<file path="src/rtl/add_pkg.sv">
// Shared definitions for the add/sub arbiter: flag bit positions, FSM encoding, datapath width.
package add_pkg;

  localparam int unsigned WIDTH  = 32;
  localparam int unsigned FLAG_N = 3;
  localparam int unsigned FLAG_Z = 2;
  localparam int unsigned FLAG_C = 1;
  localparam int unsigned FLAG_V = 0;

  typedef enum logic {
    ST_IDLE = 1'b0,
    ST_RSP  = 1'b1
  } state_e;

  // Distance of requester i after the round-robin pointer (0 = first in line).
  function automatic int unsigned rr_dist(input int unsigned i, input int unsigned ptr,
                                          input int unsigned n);
    return (i + n - ptr - 1) % n;
  endfunction

endpackage

</file>
<file path="src/rtl/add_arbiter_add.sv">
// Shared 32-bit ADD/SUB unit producing Result and the NZCV flags of the operation.
module ADD
  import add_pkg::*;
(
  input  logic [WIDTH-1:0] In1,
  input  logic [WIDTH-1:0] In2,
  input  logic             S,
  input  logic [3:0]       Flag,
  output logic [WIDTH-1:0] Result,
  output logic [3:0]       New_Flag
);

  logic [WIDTH:0]   sum;
  logic [WIDTH-1:0] b_eff;
  logic [3:0]       unused_flag;

  // Subtraction is In1 + ~In2 + 1, so C=1 means no borrow.
  always_comb begin
    b_eff  = S ? ~In2 : In2;
    sum    = {1'b0, In1} + {1'b0, b_eff} + (WIDTH+1)'(S);
    Result = sum[WIDTH-1:0];
    New_Flag         = 4'b0000;
    New_Flag[FLAG_N] = sum[WIDTH-1];
    New_Flag[FLAG_Z] = (sum[WIDTH-1:0] == '0);
    New_Flag[FLAG_C] = sum[WIDTH];
    New_Flag[FLAG_V] = (In1[WIDTH-1] == b_eff[WIDTH-1]) && (sum[WIDTH-1] != In1[WIDTH-1]);
  end

  assign unused_flag = Flag;

endmodule

</file>
<file path="src/rtl/add_arbiter_rr_arbiter.sv">
// Round-robin picker: first valid requester after the pointer, wrapping.
module rr_arbiter
  import add_pkg::*;
#(
  parameter int unsigned NREQ = 2,
  parameter int unsigned PW   = 1
) (
  input  logic [NREQ-1:0] valid,
  input  logic [PW-1:0]   ptr,
  output logic [NREQ-1:0] grant_oh,
  output logic [PW-1:0]   grant_idx,
  output logic            any_valid
);

  int unsigned best_d;

  always_comb begin
    best_d    = NREQ;
    grant_idx = '0;
    any_valid = 1'b0;
    for (int unsigned i = 0; i < NREQ; i++) begin
      if (valid[i] && (rr_dist(i, int'(ptr), NREQ) < best_d)) begin
        best_d    = rr_dist(i, int'(ptr), NREQ);
        grant_idx = PW'(i);
        any_valid = 1'b1;
      end
    end
    grant_oh = any_valid ? (NREQ'(1) << grant_idx) : '0;
  end

endmodule

</file>
<file path="src/rtl/add_arbiter.sv">
// Arbitrates NREQ requesters onto one shared ADD unit and owns the NZCV flag register.
module add_arbiter
  import add_pkg::*;
#(
  parameter int unsigned NREQ = 2
) (
  input  logic                  clk,
  input  logic                  rst,
  input  logic [NREQ-1:0]       req_valid,
  output logic [NREQ-1:0]       req_ready,
  input  logic [NREQ*WIDTH-1:0] req_a,
  input  logic [NREQ*WIDTH-1:0] req_b,
  input  logic [NREQ-1:0]       req_sub,
  input  logic [NREQ-1:0]       req_setf,
  output logic [NREQ-1:0]       rsp_valid,
  input  logic [NREQ-1:0]       rsp_ready,
  output logic [WIDTH-1:0]      rsp_result,
  output logic [3:0]            rsp_flags,
  output logic [3:0]            flags_q,
  output logic                  busy
);

  localparam int unsigned PW = (NREQ > 1) ? $clog2(NREQ) : 1;

  state_e            state_q, state_d;
  logic [PW-1:0]     rr_q, rr_d;
  logic [PW-1:0]     gnt_q, gnt_d;
  logic [NREQ-1:0]   rsp_valid_q, rsp_valid_d;
  logic [WIDTH-1:0]  rsp_result_q, rsp_result_d;
  logic [3:0]        rsp_flags_q, rsp_flags_d;
  logic [3:0]        flg_q, flg_d;

  logic [NREQ-1:0]   grant_oh;
  logic [PW-1:0]     grant_idx;
  logic              any_valid;
  logic [WIDTH-1:0]  a_mux, b_mux, add_result;
  logic              sub_mux, setf_mux;
  logic [3:0]        new_flag;

  rr_arbiter #(.NREQ(NREQ), .PW(PW)) u_rr (
    .valid     (req_valid),
    .ptr       (rr_q),
    .grant_oh  (grant_oh),
    .grant_idx (grant_idx),
    .any_valid (any_valid)
  );

  // Operand mux from the granted requester's slice.
  always_comb begin
    a_mux    = '0;
    b_mux    = '0;
    sub_mux  = 1'b0;
    setf_mux = 1'b0;
    for (int unsigned i = 0; i < NREQ; i++) begin
      if (grant_idx == PW'(i)) begin
        a_mux    = req_a[i*WIDTH +: WIDTH];
        b_mux    = req_b[i*WIDTH +: WIDTH];
        sub_mux  = req_sub[i];
        setf_mux = req_setf[i];
      end
    end
  end

  ADD u_add (
    .In1      (a_mux),
    .In2      (b_mux),
    .S        (sub_mux),
    .Flag     (flg_q),
    .Result   (add_result),
    .New_Flag (new_flag)
  );

  always_ff @(posedge clk or posedge rst) begin
    if (rst) begin
      state_q <= ST_IDLE;
    end else begin
      state_q <= state_d;
    end
  end

  always_comb begin
    state_d = state_q;
    case (state_q)
      ST_IDLE: if (any_valid) state_d = ST_RSP;
      ST_RSP:  if (rsp_ready[gnt_q]) state_d = ST_IDLE;
      default: state_d = ST_IDLE;
    endcase
  end

  always_comb begin
    req_ready    = '0;
    rr_d         = rr_q;
    gnt_d        = gnt_q;
    rsp_valid_d  = rsp_valid_q;
    rsp_result_d = rsp_result_q;
    rsp_flags_d  = rsp_flags_q;
    flg_d        = flg_q;
    case (state_q)
      ST_IDLE: begin
        if (any_valid) begin
          req_ready    = grant_oh;
          rr_d         = grant_idx;
          gnt_d        = grant_idx;
          rsp_valid_d  = grant_oh;
          rsp_result_d = add_result;
          rsp_flags_d  = new_flag;
          if (setf_mux) flg_d = new_flag;
        end
      end
      ST_RSP: begin
        if (rsp_ready[gnt_q]) rsp_valid_d = '0;
      end
      default: ;
    endcase
  end

  // Pointer resets to the last requester so requester 0 is served first.
  always_ff @(posedge clk or posedge rst) begin
    if (rst) begin
      rr_q         <= PW'(NREQ - 1);
      gnt_q        <= '0;
      rsp_valid_q  <= '0;
      rsp_result_q <= '0;
      rsp_flags_q  <= '0;
      flg_q        <= '0;
    end else begin
      rr_q         <= rr_d;
      gnt_q        <= gnt_d;
      rsp_valid_q  <= rsp_valid_d;
      rsp_result_q <= rsp_result_d;
      rsp_flags_q  <= rsp_flags_d;
      flg_q        <= flg_d;
    end
  end

  assign rsp_valid  = rsp_valid_q;
  assign rsp_result = rsp_result_q;
  assign rsp_flags  = rsp_flags_q;
  assign flags_q    = flg_q;
  assign busy       = (state_q == ST_RSP);

endmodule

</file>
<file path="config.mk">
export PLATFORM = sky130hd
export DESIGN_NAME = add_arbiter
export DESIGN_NICKNAME = d
export VERILOG_FILES = /design/src/rtl/add_pkg.sv /design/src/rtl/add_arbiter_add.sv /design/src/rtl/add_arbiter_rr_arbiter.sv /design/src/rtl/add_arbiter.sv
export SDC_FILE = /design/constraint.sdc
export NUM_CORES = 1
export LEC_CHECK = 0
export ABC_AREA = 1
export CORE_MARGIN = 1
export CORE_UTILIZATION = 38
export CTS_BUF_LIST = sky130_fd_sc_hd__clkbuf_2
export DETAILED_ROUTE_END_ITERATION = 10
export HOLD_SLACK_MARGIN = 0.05
export MAX_ROUTING_LAYER = met4
export PLACE_DENSITY = 0.71
export SETUP_SLACK_MARGIN = 0.1
export SYNTH_ARGS = -nofsm -noshare
export SYNTH_HDL_FRONTEND = slang
export SYNTH_HIERARCHICAL = 1
export SYNTH_SLANG_ARGS = --single-unit
</file>
<file path="constraint.sdc">
create_clock -name clk -period 3.4 [get_ports clk]
set_input_delay 0.68 -clock clk [delete_from_list [all_inputs] [get_ports clk]]
set_output_delay 0.68 -clock clk [all_outputs]
set_load 0.1 [all_outputs]
</file>
==> run metrics <==
status finished, violations left; failing checks setup timing; Clock Skew a little under 0.02 ns; I/O pins between 150 and 200; Top delay family on crit path simple AND/OR/NAND/NOR gates; Vias between 6000 and 7000; register bit total from synthesis 45; CTS tree yes; row cnt 43; Tcrit/Tclk final 101.1%; Synth cell types 37; overall power around 0.008 W; later-pin clock latency in the skew report 0.40 ns; final net count around 1300; slowest stage cell, crit path dfstp_2; die height between 100 and 150 µm; EDFF count, synth 0; worst-path maximum fanout 7; worst path bufs/invs 4; top-count cell post-synth nand2_1; area fraction of the dominant cell type after synthesis a little over a fifth; Area Growth Syn to Fin 71.60%; Post-CTS Hold Buffers 0; first-pass GRT wire length roughly 27000 µm; Seq/Total Area, Yosys roughly 20%; most frequent cells after synthesis nand2_1 (307), inv_1 (116), mux2_2 (65), nor2_1 (52), dfrtp_1 (44); antenna violations before repair 0; Post-synth top flop dfrtp_1; GPL Wtd Cong 0.8767; largest net degree at the start of global routing between 40 and 50; count of final setup violators 2; # diodes 0; Synth area leaders nand2_1 (21%), dfrtp_1 (20%), mux2_2 (13%), inv_1 (7.9%), ha_1 (7.7%); dpl cells between 1000 and 1500; overflow left after global routing 0; fin util around two thirds; Net Count, Synth slightly above 1000; worst min path class flop to flop; Starting Density roughly two fifths; # clock sinks 45; clk buf depth 2; die area approximately 15000 µm²; placeable core area between 10000 and 15000 µm²; Fin Hold WS around 0.5 ns; worst r2r dst flags_q[2]; routed wire length between 15000 and 20000 µm; Peak VDD IR between 0.4 and 0.5 mV; Final Non-Filler Cells 1330; flop2flop setup slack -0.04 ns; CP arrival roughly 3.8 ns; clk slew on worst S/H paths 0.22 ns; Crit path depth 18; relative max-transition margin between 30% and 40%; layout cell share with drive strength beyond 1 roughly two fifths; RSZ-0062 raised after global routing true; ANT nets after route 0; Filler cells approximately 1100; H-tree levels 2; vias in the first global route a little under 6000; CTS buffer count 5; Max Cap Viol 0; worst-margin pin slew 0.9758 ns; chip width about 120 µm; Total GRT Usage 23.39%; Cell Chain, Critical Path a21oi_4 > buf_12 > mux2_4 > buf_4 > xor2_2 > ha_1 > nand2_1 > buf_4 > nor2_1 > buf_4 > nand4_1 > nand3_1 > nand2_2 > nor2_1 > nand3_1 > nor2_2 > nand3_1 > nand2_1; Synth async-reset ratio 100.0%; WL per Instance 13.54 µm; min Tclk post-route about 3.4 ns; Crit Path Class flop to flop; Slew Viols, Final 0; slowest stage delay, CP between 0.6 and 0.7 ns; drt first pass iters 5; crit path to flags_q[2]; Worst Slack Setup Final -0.03708 ns; cell area after synthesis roughly 5500 µm²; Mapped Cells 840; setup tns final -0.05418 ns; RR Startpoint rr_q; Pleak roughly 4.7 nW; crit path launch type flop; Synth Warn # 6; root buf cell clkbuf_2; DR iter-0 viols roughly 380; Power Dens Cells between 800 and 900 nW/µm²; Mean Syn Cell Area 6.557 µm²; Residual DRC 0; CP Data Required Time about 3.8 ns; leading area contributor after synthesis nand2_1; Max Clock Freq roughly 0.29 GHz; R2R cell count 18; Final Hold Violating Endpoints 0; PortBufs around 180; Crit. Startpoint rr_q; kind of end point of the critical path flop; Vias/cell a little under 5; Detailed Place HPWL roughly 13000 µm
## stage by stage
step | worst slack [ns] | area [µm²]
global route | -0.1874 | 9452
detailed placement | -1.114 | 8210
global placement | -1.022 | 8210
floorplan | -0.07049 | 5604
CTS | 0.03093 | 8859
finish | -0.03708 | 9452
## how the worst min path moves through the flow
| stage | start | to | slack [ns] | cells past startpoint |
|---|---|---|---|---|
| 4_1_cts | rsp_result[1] | rsp_result[1] | 0.50 | 2 |
| 3_3_place_gp | flags_q[0] | flags_q[0] | 0.45 | 2 |
| 2_1_floorplan | rr_q | rr_q | 0.48 | 2 |
| 6_report | rsp_result[1] | rsp_result[1] | 0.50 | 2 |
| 5_1_grt | rsp_result[1] | rsp_result[1] | 0.52 | 2 |
| 3_5_place_dp | rsp_result[1] | rsp_result[1] | 0.46 | 2 |
## state kept, by name, summed over array words and instances (netlist names)
name / flops
rsp_flags: 4
rsp_result: 32
flags_q: 4
busy: 1
rr_q: 1
rsp_valid: 2
gnt_q: 1
## final cells by class
class,count,area [µm²],area share (%)
Sequential cell,45,1127,11.93
Timing Repair Buffer,320,2922,30.91
Inverter,124,480.5,5.083
Clock inverter,3,41.29,0.4369
Clock buffer,5,25.02,0.2648
Tap cell,180,225.2,2.383
Multi-Input combinational cell,653,4631,48.99
## power by group
part           leakage (nW)  switching, W  internal (W)
Sequential            0.560      0.000146      0.000785
Combinational          4.13       0.00431       0.00249
Clock                0.0366      0.000166      0.000122
Total                  4.73       0.00462       0.00339
## worst register-to-register path, delay by kind of cell (launching register included)
kind | cells | cell delay (ns)
mux | 1 | 0.39
flops | 1 | 0.61
simple gates | 10 | 1.16
compound gates | 1 | 0.08
buf+inv | 4 | 0.63
fa+ha+maj | 1 | 0.34
xor+xnor | 1 | 0.19
## routing by layer
metal | vias to the layer above | track usage (%) | routed length [µm]
li1 | 3245 | - | -
met1 | 2960 | 30.19 | 7875
met2 | 235 | 39.78 | 8719
met3 | 25 | 1.580 | 1053
met4 | 0 | 5.488 | 357
met5 | - | - | 0
## cell usage in the layout, fill, tap and decap left out, drive strengths merged, types with 2 or more instances in the layout
| master | count |
|---|---|
| nand3 | 45 |
| ha | 34 |
| o21ai | 16 |
| o21bai | 4 |
| inv | 124 |
| nor3 | 8 |
| xnor2 | 2 |
| clkbuf | 5 |
| a21oi | 37 |
| nand4 | 7 |
| xor2 | 34 |
| nand3b | 5 |
| nor2 | 59 |
| mux2 | 67 |
| nand2 | 331 |
| dfrtp | 44 |
| clkdlybuf4s50 | 143 |
| buf | 176 |
## logic make-up after synthesis
| family | after synthesis | synth area share, % |
|---|---|---|
| XOR/XNOR | 36 | 5.861 |
| buffers and inverters | 144 | 10.61 |
| flip-flops | 45 | 20.47 |
| adder cells (fa/ha/maj) | 35 | 8.087 |
| AND/OR/NAND/NOR | 456 | 35.78 |
| multiplexers | 65 | 13.29 |
| AO/OA/AOI/OAI | 59 | 5.907 |
## what timing repair did
item,in CTS,in global routing
cloned,5,0
gates resized for setup,94,125
setup endpoints to repair,35,13
setup buffers,15,15
pin swaps,14,72
Power figures use the tool's default switching activity.
